--- src/rtl/video_pkg.sv ---
// video_pkg: shared raster widths, 480p timing defaults and the sync bus type
package video_pkg;
    localparam int VIDEO_X_BITWIDTH = 10;
    localparam int VIDEO_Y_BITWIDTH = 10;
    localparam int H_ACTIVE_480P    = 720;
    localparam int H_FP_480P        = 16;
    localparam int H_SYNC_480P      = 62;
    localparam int H_BP_480P        = 60;
    localparam int V_ACTIVE_480P    = 480;
    localparam int V_FP_480P        = 9;
    localparam int V_SYNC_480P      = 6;
    localparam int V_BP_480P        = 30;
    typedef struct packed {
        logic de;
        logic hsync;
        logic vsync;
    } sync_bus_t;
endpackage

--- src/rtl/video_timing_gen_sync_delay.sv ---
// sync_delay: PIPE_DELAY-stage shift register for the {de,hsync,vsync} bus
// Ports: clk clock; rst_n async active-low reset (stages load RST_VAL);
//        d_i bus in; q_o bus delayed by PIPE_DELAY clocks.
module sync_delay
    import video_pkg::*;
#(
    parameter int        PIPE_DELAY = 1,
    parameter sync_bus_t RST_VAL    = '0
) (
    input  logic      clk,
    input  logic      rst_n,
    input  sync_bus_t d_i,
    output sync_bus_t q_o
);
    sync_bus_t stage_q [PIPE_DELAY];
    always_ff @(posedge clk or negedge rst_n) begin
        if (!rst_n) begin
            for (int i = 0; i < PIPE_DELAY; i++) stage_q[i] <= RST_VAL;
        end else begin
            stage_q[0] <= d_i;
            for (int i = 1; i < PIPE_DELAY; i++) stage_q[i] <= stage_q[i-1];
        end
    end
    assign q_o = stage_q[PIPE_DELAY-1];
endmodule

--- src/rtl/video_timing_gen.sv ---
// video_timing_gen: free-running 720x480p raster timing generator
// Ports: clk pixel clock; rst async active-low reset; x/y raster counts;
//        de/hsync/vsync aligned with x/y; frame_start one-clock pulse at (0,0);
//        de_d/hsync_d/vsync_d the flags delayed by PIPE_DELAY clocks;
//        frame_cnt frames seen since reset, present only when VTG_FRAME_COUNTER_EN is defined.
module video_timing_gen
    import video_pkg::*;
#(
    parameter int   H_ACTIVE   = H_ACTIVE_480P,
    parameter int   H_FP       = H_FP_480P,
    parameter int   H_SYNC     = H_SYNC_480P,
    parameter int   H_BP       = H_BP_480P,
    parameter int   V_ACTIVE   = V_ACTIVE_480P,
    parameter int   V_FP       = V_FP_480P,
    parameter int   V_SYNC     = V_SYNC_480P,
    parameter int   V_BP       = V_BP_480P,
    parameter logic SYNC_POL   = 1'b0,
    parameter int   PIPE_DELAY = 1
`ifdef VTG_FRAME_COUNTER_EN
    ,
    parameter int   FRAME_CNT_W = 8
`endif
) (
    input  logic                        clk,
    input  logic                        rst,
    output logic [VIDEO_X_BITWIDTH-1:0] x,
    output logic [VIDEO_Y_BITWIDTH-1:0] y,
    output logic                        de,
    output logic                        hsync,
    output logic                        vsync,
    output logic                        frame_start,
    output logic                        de_d,
    output logic                        hsync_d,
    output logic                        vsync_d
`ifdef VTG_FRAME_COUNTER_EN
    ,
    output logic [FRAME_CNT_W-1:0]      frame_cnt
`endif
);
    localparam int XW      = VIDEO_X_BITWIDTH;
    localparam int YW      = VIDEO_Y_BITWIDTH;
    localparam int H_TOTAL = H_ACTIVE + H_FP + H_SYNC + H_BP;
    localparam int V_TOTAL = V_ACTIVE + V_FP + V_SYNC + V_BP;
    localparam logic [XW-1:0] X_LAST   = XW'(H_TOTAL - 1);
    localparam logic [XW-1:0] X_ONE    = XW'(1);
    localparam logic [XW-1:0] X_DE_END = XW'(H_ACTIVE);
    localparam logic [XW-1:0] X_HS_BEG = XW'(H_ACTIVE + H_FP);
    localparam logic [XW-1:0] X_HS_END = XW'(H_ACTIVE + H_FP + H_SYNC);
    localparam logic [YW-1:0] Y_LAST   = YW'(V_TOTAL - 1);
    localparam logic [YW-1:0] Y_ONE    = YW'(1);
    localparam logic [YW-1:0] Y_DE_END = YW'(V_ACTIVE);
    localparam logic [YW-1:0] Y_VS_BEG = YW'(V_ACTIVE + V_FP);
    localparam logic [YW-1:0] Y_VS_END = YW'(V_ACTIVE + V_FP + V_SYNC);
    localparam sync_bus_t IDLE = '{de: 1'b0, hsync: ~SYNC_POL, vsync: ~SYNC_POL};

    if (2 ** XW < H_TOTAL) begin : g_x_width_check
        $error("VIDEO_X_BITWIDTH too narrow for H_TOTAL");
    end
    if (2 ** YW < V_TOTAL) begin : g_y_width_check
        $error("VIDEO_Y_BITWIDTH too narrow for V_TOTAL");
    end
    if (PIPE_DELAY < 1 || PIPE_DELAY > 4) begin : g_delay_check
        $error("PIPE_DELAY must be 1..4");
    end

    logic [XW-1:0] x_q, x_d;
    logic [YW-1:0] y_q, y_d;
    sync_bus_t     flags_q, flags_d, delayed;
    logic          frame_start_q, frame_start_d;

    // Flags are decoded from the next counts so the registered flags line up with x/y.
    always_comb begin
        x_d           = (x_q == X_LAST) ? '0 : x_q + X_ONE;
        y_d           = (x_q != X_LAST) ? y_q : (y_q == Y_LAST) ? '0 : y_q + Y_ONE;
        flags_d.de    = (x_d < X_DE_END) && (y_d < Y_DE_END);
        flags_d.hsync = (x_d >= X_HS_BEG && x_d < X_HS_END) ? SYNC_POL : ~SYNC_POL;
        flags_d.vsync = (y_d >= Y_VS_BEG && y_d < Y_VS_END) ? SYNC_POL : ~SYNC_POL;
        frame_start_d = (x_d == '0) && (y_d == '0);
    end

    // Reset parks the raster on the last back-porch pixel so the first clock lands on (0,0).
    always_ff @(posedge clk or negedge rst) begin
        if (!rst) begin
            x_q           <= X_LAST;
            y_q           <= Y_LAST;
            flags_q       <= IDLE;
            frame_start_q <= 1'b0;
        end else begin
            x_q           <= x_d;
            y_q           <= y_d;
            flags_q       <= flags_d;
            frame_start_q <= frame_start_d;
        end
    end

    sync_delay #(
        .PIPE_DELAY(PIPE_DELAY),
        .RST_VAL   (IDLE)
    ) u_sync_delay (
        .clk  (clk),
        .rst_n(rst),
        .d_i  (flags_q),
        .q_o  (delayed)
    );

    assign x           = x_q;
    assign y           = y_q;
    assign de          = flags_q.de;
    assign hsync       = flags_q.hsync;
    assign vsync       = flags_q.vsync;
    assign frame_start = frame_start_q;
    assign de_d        = delayed.de;
    assign hsync_d     = delayed.hsync;
    assign vsync_d     = delayed.vsync;

`ifdef VTG_FRAME_COUNTER_EN
    logic [FRAME_CNT_W-1:0] frame_cnt_q, frame_cnt_d;
    // Counts on the same edge that raises frame_start, so frame one reads 1.
    always_comb frame_cnt_d = frame_cnt_q + FRAME_CNT_W'(frame_start_d);
    always_ff @(posedge clk or negedge rst) begin
        if (!rst) frame_cnt_q <= '0;
        else      frame_cnt_q <= frame_cnt_d;
    end
    assign frame_cnt = frame_cnt_q;
`endif
endmodule
--- config.mk ---
export PLATFORM = sky130hd
export DESIGN_NAME = video_timing_gen
export DESIGN_NICKNAME = d
export VERILOG_FILES = /design/src/rtl/video_pkg.sv /design/src/rtl/video_timing_gen_sync_delay.sv /design/src/rtl/video_timing_gen.sv
export SDC_FILE = /design/constraint.sdc
export NUM_CORES = 1
export LEC_CHECK = 0
export BUFFER_PORTS_ARGS = -buffer_cell sky130_fd_sc_hd__buf_2
export CELL_PAD_IN_SITES_DETAIL_PLACEMENT = 0
export CELL_PAD_IN_SITES_GLOBAL_PLACEMENT = 2
export CORE_MARGIN = 5
export CORE_UTILIZATION = 36
export DETAILED_ROUTE_END_ITERATION = 6
export PLACE_DENSITY_LB_ADDON = 0.05
export SYNTH_ARGS = -nofsm -noshare
export SYNTH_HDL_FRONTEND = slang
export SYNTH_SLANG_ARGS = --single-unit
export TNS_END_PERCENT = 1
--- constraint.sdc ---
create_clock -name clk -period 7.6 [get_ports clk]
set_input_delay 0.76 -clock clk [delete_from_list [all_inputs] [get_ports clk]]
set_output_delay 0.76 -clock clk [all_outputs]
set_load 0.02 [all_outputs]
**Word level (Yosys, flattened, before mapping)**

Cells that the tools add are included.

- Flip-flop bits (word level): 27
- Bits in latches: 0
- RAM bits: 0
- Bits in read-only memories: 0
- Bits of input ports: 2
- Output and inout port bits: 27
- Memories kept: 0

- Add/sub/neg operators: 2
- Multipliers: 0
- Divide/modulo/power cells: 0
- Order comparisons: 6
- Equal/unequal tests: 3
- Shift operators: 0
- Multiplexer cells: 5
- Bitwise operators: 0
- Reductions and logical operators: 6

Operators by type and width:

| operator | count |
|---|---|
| $mux 10 | 3 |
| $add 10x1->10 const B | 2 |
| $eq 10x10->1 const B | 2 |
| $logic_not 10->1 | 2 |
| $lt 10x10->1 const B | 2 |
| $lt 10x9->1 const B | 2 |
| $ge 10x10->1 const B | 1 |
| $ge 10x9->1 const B | 1 |
| $ne 10x10->1 const B | 1 |
| $logic_and 1x1->1 | 4 |
| $mux 1 | 2 |

**Logic depth before layout (Yosys ltp)**

- Depth after elaboration: 6
- Depth in mapped cells: 9
- Mapped depth without buffers: 8

**Cells and area by module**

A second synthesis with hierarchy kept.

- Cells, all modules: 193
- Area total of the unflattened synthesis: 1749.2 µm²

Modules (own cells, without submodules):

| module | times used | cells an instance | area each (µm²) | sequential area each (µm²) |
|---|---|---|---|---|
| video_timing_gen | 1 | 190 | 1671.6 | 614.3 |
| sync_delay | 1 | 3 | 77.6 | 77.6 |

**Worst setup path before layout**

OpenSTA, ideal clock, no wires.

- Kind: register -> register
- Start: register x_q[2], in the netlist x[2]
- End: register frame_start_q, in the netlist frame_start
- Library setup time: 107 ps
- Arrival time: 2383 ps
- Data required time: 7493 ps
- Setup slack: 5110 ps
- Stages on the path, launching flop included: 9
- Clock period less this slack: 2490 ps
- Path through: dfrtp_1 buf_6 or4b_4 or3_1 buf_6 nor2_1 xnor2_1 nand3_1 a2111oi_4

- Longest elaborated chain between the ends: 4

RTL lines:

| what | RTL line | source |
|---|---|---|
| from (decl) | video_timing_gen.sv:66 | `logic [XW-1:0] x_q, x_d;` |
| from (signal assigned) | video_timing_gen.sv:84 | `x_q <= X_LAST;` |
| from (signal assigned) | video_timing_gen.sv:89 | `x_q <= x_d;` |
| $add 10x1->10 (tied with other cells) | video_timing_gen.sv:73 | `x_d = (x_q == X_LAST) ? '0 : x_q + X_ONE;` |
| $mux 10 (on tied branches) | video_timing_gen.sv:73, video_timing_gen.sv:74 |  |
| $logic_not 10->1 | video_timing_gen.sv:78 | `frame_start_d = (x_d == '0) && (y_d == '0);` |
| $logic_and 1x1->1 * | video_timing_gen.sv:78 |  |
| named net frame_start_d | video_timing_gen.sv:69 | `logic frame_start_q, frame_start_d;` |
| to (signal assigned) | video_timing_gen.sv:92 | `frame_start_q <= frame_start_d;` |
| to (decl) | video_timing_gen.sv:69 |  |

Mark *: on every way through the listed nets, which the timed path passes. The rest lies on a longest branch.

**Worst setup path after layout**

- Start: register x_q[2], in the netlist x[2]
- End: register frame_start_q, in the netlist frame_start

- Longest elaborated chain between the ends: 4

RTL lines:

| what | RTL line |
|---|---|
| $add 10x1->10 or $eq 10x10->1 (tied branches) | video_timing_gen.sv:73 |
| $mux 10 * | video_timing_gen.sv:73 |
| named net x_d[8] | video_timing_gen.sv:66 |
| $logic_not 10->1 * | video_timing_gen.sv:78 |
| $logic_and 1x1->1 * | video_timing_gen.sv:78 |
| named net frame_start_d | video_timing_gen.sv:69 |

Marks and branches as above.

==> summary.md <==
| Metric | Value |
|---|---|
| Clock skew | 0.005827 ns |
| Effective utilization at floorplan | 37.01% |
| H-tree levels | 1 |
| # IOs | 29 |
| WP data required | 7.77 ns |
| Via/cell ratio | 5.528 |
| Async set-reset flop share out of synthesis | 100.0% |
| Worst hold path type | flip-flop to flip-flop |
| DRT Pass-1 Iters | 4 |
| Startpoint types | flip-flop |
| Syn_area_per_cell | 9.469 um^2 |
| Post-Syn Instances | 169 |
| Max clock buf depth | 2 |
| Final Net Count | 201 |
| Overall power | 231.4 uW |
| Leakage power | 0.7808 nW |
| Routed wl met3 | 119 um |
| Total track usage | 14.62% |
| Synth Flop Type | dfrtp_1 |
| Total number of vias | 1360 |
| Tmin final | 2.864 ns |
| Total gr overflow | 0 |
| DR top layer | met4 |
| Area Overhead vs Synth | 13.21% |
| # Post-CTS Setup Buffers | 0 |
| Final setup viols | 0 |
| CTS Buf Count | 3 |
| Critical setup path kind | flip-flop to flip-flop |
| Area contributors post-synth | dfrtp_1, dfstp_2, nor2_1 |
| CTS tree | done |
| Post-Syn Area | 1600 um^2 |
| Syn_nets | 175 |
| Distinct cell type count after synthesis | 47 |
| Most area-hungry cell type in the Yosys netlist | dfrtp_1 |
| Seq/Total Area, Yosys | 43.24% |
| CP max FO | 17 |
| Top-area cell type share of the netlist area | 21.89% |
| Share of cells above drive strength 1 | 27.84% |
| Vias in the first global route | 1357 |
| DRC violation count after routing | 0 |
| Final wirelength | 4.128 mm |
| Peak supply drop | 0.00006709 V |
| Avg WL per Cell | 16.78 um |
| Largest net degree at the start of global routing | 28 |
| Clock Latency Late Sink | 0.28 ns |
| Flops & latches, synth | 27 |
| Post-route ant nets | 0 |
| Gp weighted congestion | 0.7897 |
| Post-DP HPWL | 3.115 mm |
| Final clock period utilization by the worst path | 37.69% |
| Worst endpoint data arrival time | 3.04 ns |
| RSZ-0062 raised after global routing | false |
| Slew @ Worst Pin | 0.9851 ns |
| Die ar. | 5878 um^2 |
| Max_cap viols | 0 |
| Most numerous cell in the Yosys netlist | nor2_1 |
| Initial antenna violation count | 0 |
| WL met1 | 2.012 mm |
| Root Buffer | clkbuf_8 |
| Final Max Tran Viols | 0 |
| Syn. warnings | 0 |
| Post-synth EDFFs | 0 |
| Diode count | 0 |
| I/O Buffers | 28 |
| Routed wl met2 | 1.928 mm |
| # fillers | 442 |
| Die Ht | 76.67 um |
| Fmax | 349.2 MHz |
| Hold-fix buffers, CTS | 0 |
| # rows | 24 |
| Status | finished, final reports clean |
| Die W | 76.67 um |
| Resize count post-CTS | 0 |
| Final setup TNS | 0 ns |
| Initial DRC Count | 42 |
| Synth cell count leaders | nor2_1, dfrtp_1, dfstp_2, nand2_1, inv_1 |
| CORE AREA | 4324 um^2 |
| Critical path endpoint category | flip-flop |
| Rel. slew slack | 33.97% |
| Hold Fails Final Rpt | 0 |
| First-pass GRT wire length | 6.955 mm |
| Clock Sinks | 27 |
| Clock transition at path regs | 0.10 ns |
| Total power divided by cell area | 127.7 nW/um^2 |
## metal layers
layer,global-route usage [%],vias up
met5,0,-
met3,2.459,8
met2,24.02,25
met1,19.13,665
li1,-,662
met4,5.420,0
## cells by family (layout without fill, tap and decap cells)
logic type,after synthesis,after routing,synth area share [%]
multiplexers,3,3,1.877
buffers and inverters,17,42,5.003
XOR/XNOR,10,10,5.473
AND/OR/NAND/NOR,72,72,24.16
flip-flops,27,27,43.24
adder cells (fa/ha/maj),4,4,3.128
AO/OA/AOI/OAI,36,36,17.12
## worst max-delay path, stage by stage, from the launching register on
cell       delay, ns
dfrtp_1         0.48
or4b_4          0.60
nor3_2          0.81
a21oi_1         0.24
nor2_1          0.16
nand3_1         0.12
a2111oi_4       0.35
## final timing paths
check,end,slack (ns),cells past startpoint,from
setup / recovery,frame_start,4.74,6,x[2]
hold / removal,u_sync_delay.q_o[1],0.37,0,hsync
setup reg to reg,frame_start,4.74,6,x[2]
hold reg to reg,u_sync_delay.q_o[1],0.37,0,hsync
max in group asynchronous,u_sync_delay.q_o[2],6.71,1,rst
min in group asynchronous,x[5],0.50,1,rst
## flip-flops by register name, summed over array words and instances (netlist names)
signal            cells
x                    10
de                    1
u_sync_delay.q_o      3
y                    10
hsync                 1
frame_start           1
vsync                 1
## layout by cell type, fill, tap and decap left out, types with 2 or more instances in the layout
master,synthesis,routed
buf_2,1,28
dfrtp_1,14,14
nor4_1,2,2
clkbuf_8,0,3
or3_1,3,3
nor4b_1,4,4
nand3_1,9,9
ha_1,4,4
a21o_1,2,2
inv_1,10,10
nor3_1,5,5
o31ai_1,2,2
a21oi_1,6,6
and2_1,2,2
xor2_1,6,6
a31oi_1,2,2
nand2_1,11,11
mux2i_1,3,3
o211ai_2,2,2
nor3b_1,4,4
o21ai_0,9,9
nor2_1,20,20
nand4_1,4,4
xnor2_1,4,4
dfstp_2,13,13
## report_power, final
group	switching [mW]	internal, mW	leakage, nW	total (mW)
combinational	0.00281	0.000184	0.444	0.00299
clock	0.0472	0.0373	0.0217	0.0845
sequential	0	0.144	0.316	0.144
## layout make-up
class | count | area (um^2) | share of cell area, %
multi-input combinational | 125 | 828.3 | 45.72
sequential | 27 | 691.9 | 38.19
timing repair buffer | 28 | 140.1 | 7.735
tap | 52 | 65.06 | 3.591
clock buffer | 3 | 41.29 | 2.279
inverter | 10 | 37.54 | 2.072
clock inverter | 1 | 7.507 | 0.4144
## stage by stage
stage / hold slack, ns / utilization, % / instance area (um^2) / worst slack [ns] / std cells
after floorplan: 0.4014 / - / 1600 / 5.110 / 169
after global placement: 0.3548 / 40.77 / 1763 / 4.864 / 242
after detailed placement: 0.3557 / 40.77 / 1763 / 4.753 / 242
after CTS: 0.3714 / 41.90 / 1812 / 4.735 / 246
after global routing: 0.3721 / 41.90 / 1812 / 4.526 / 246
final: 0.3691 / 41.90 / 1812 / 4.736 / 246
(Power assumes the default switching activity.)
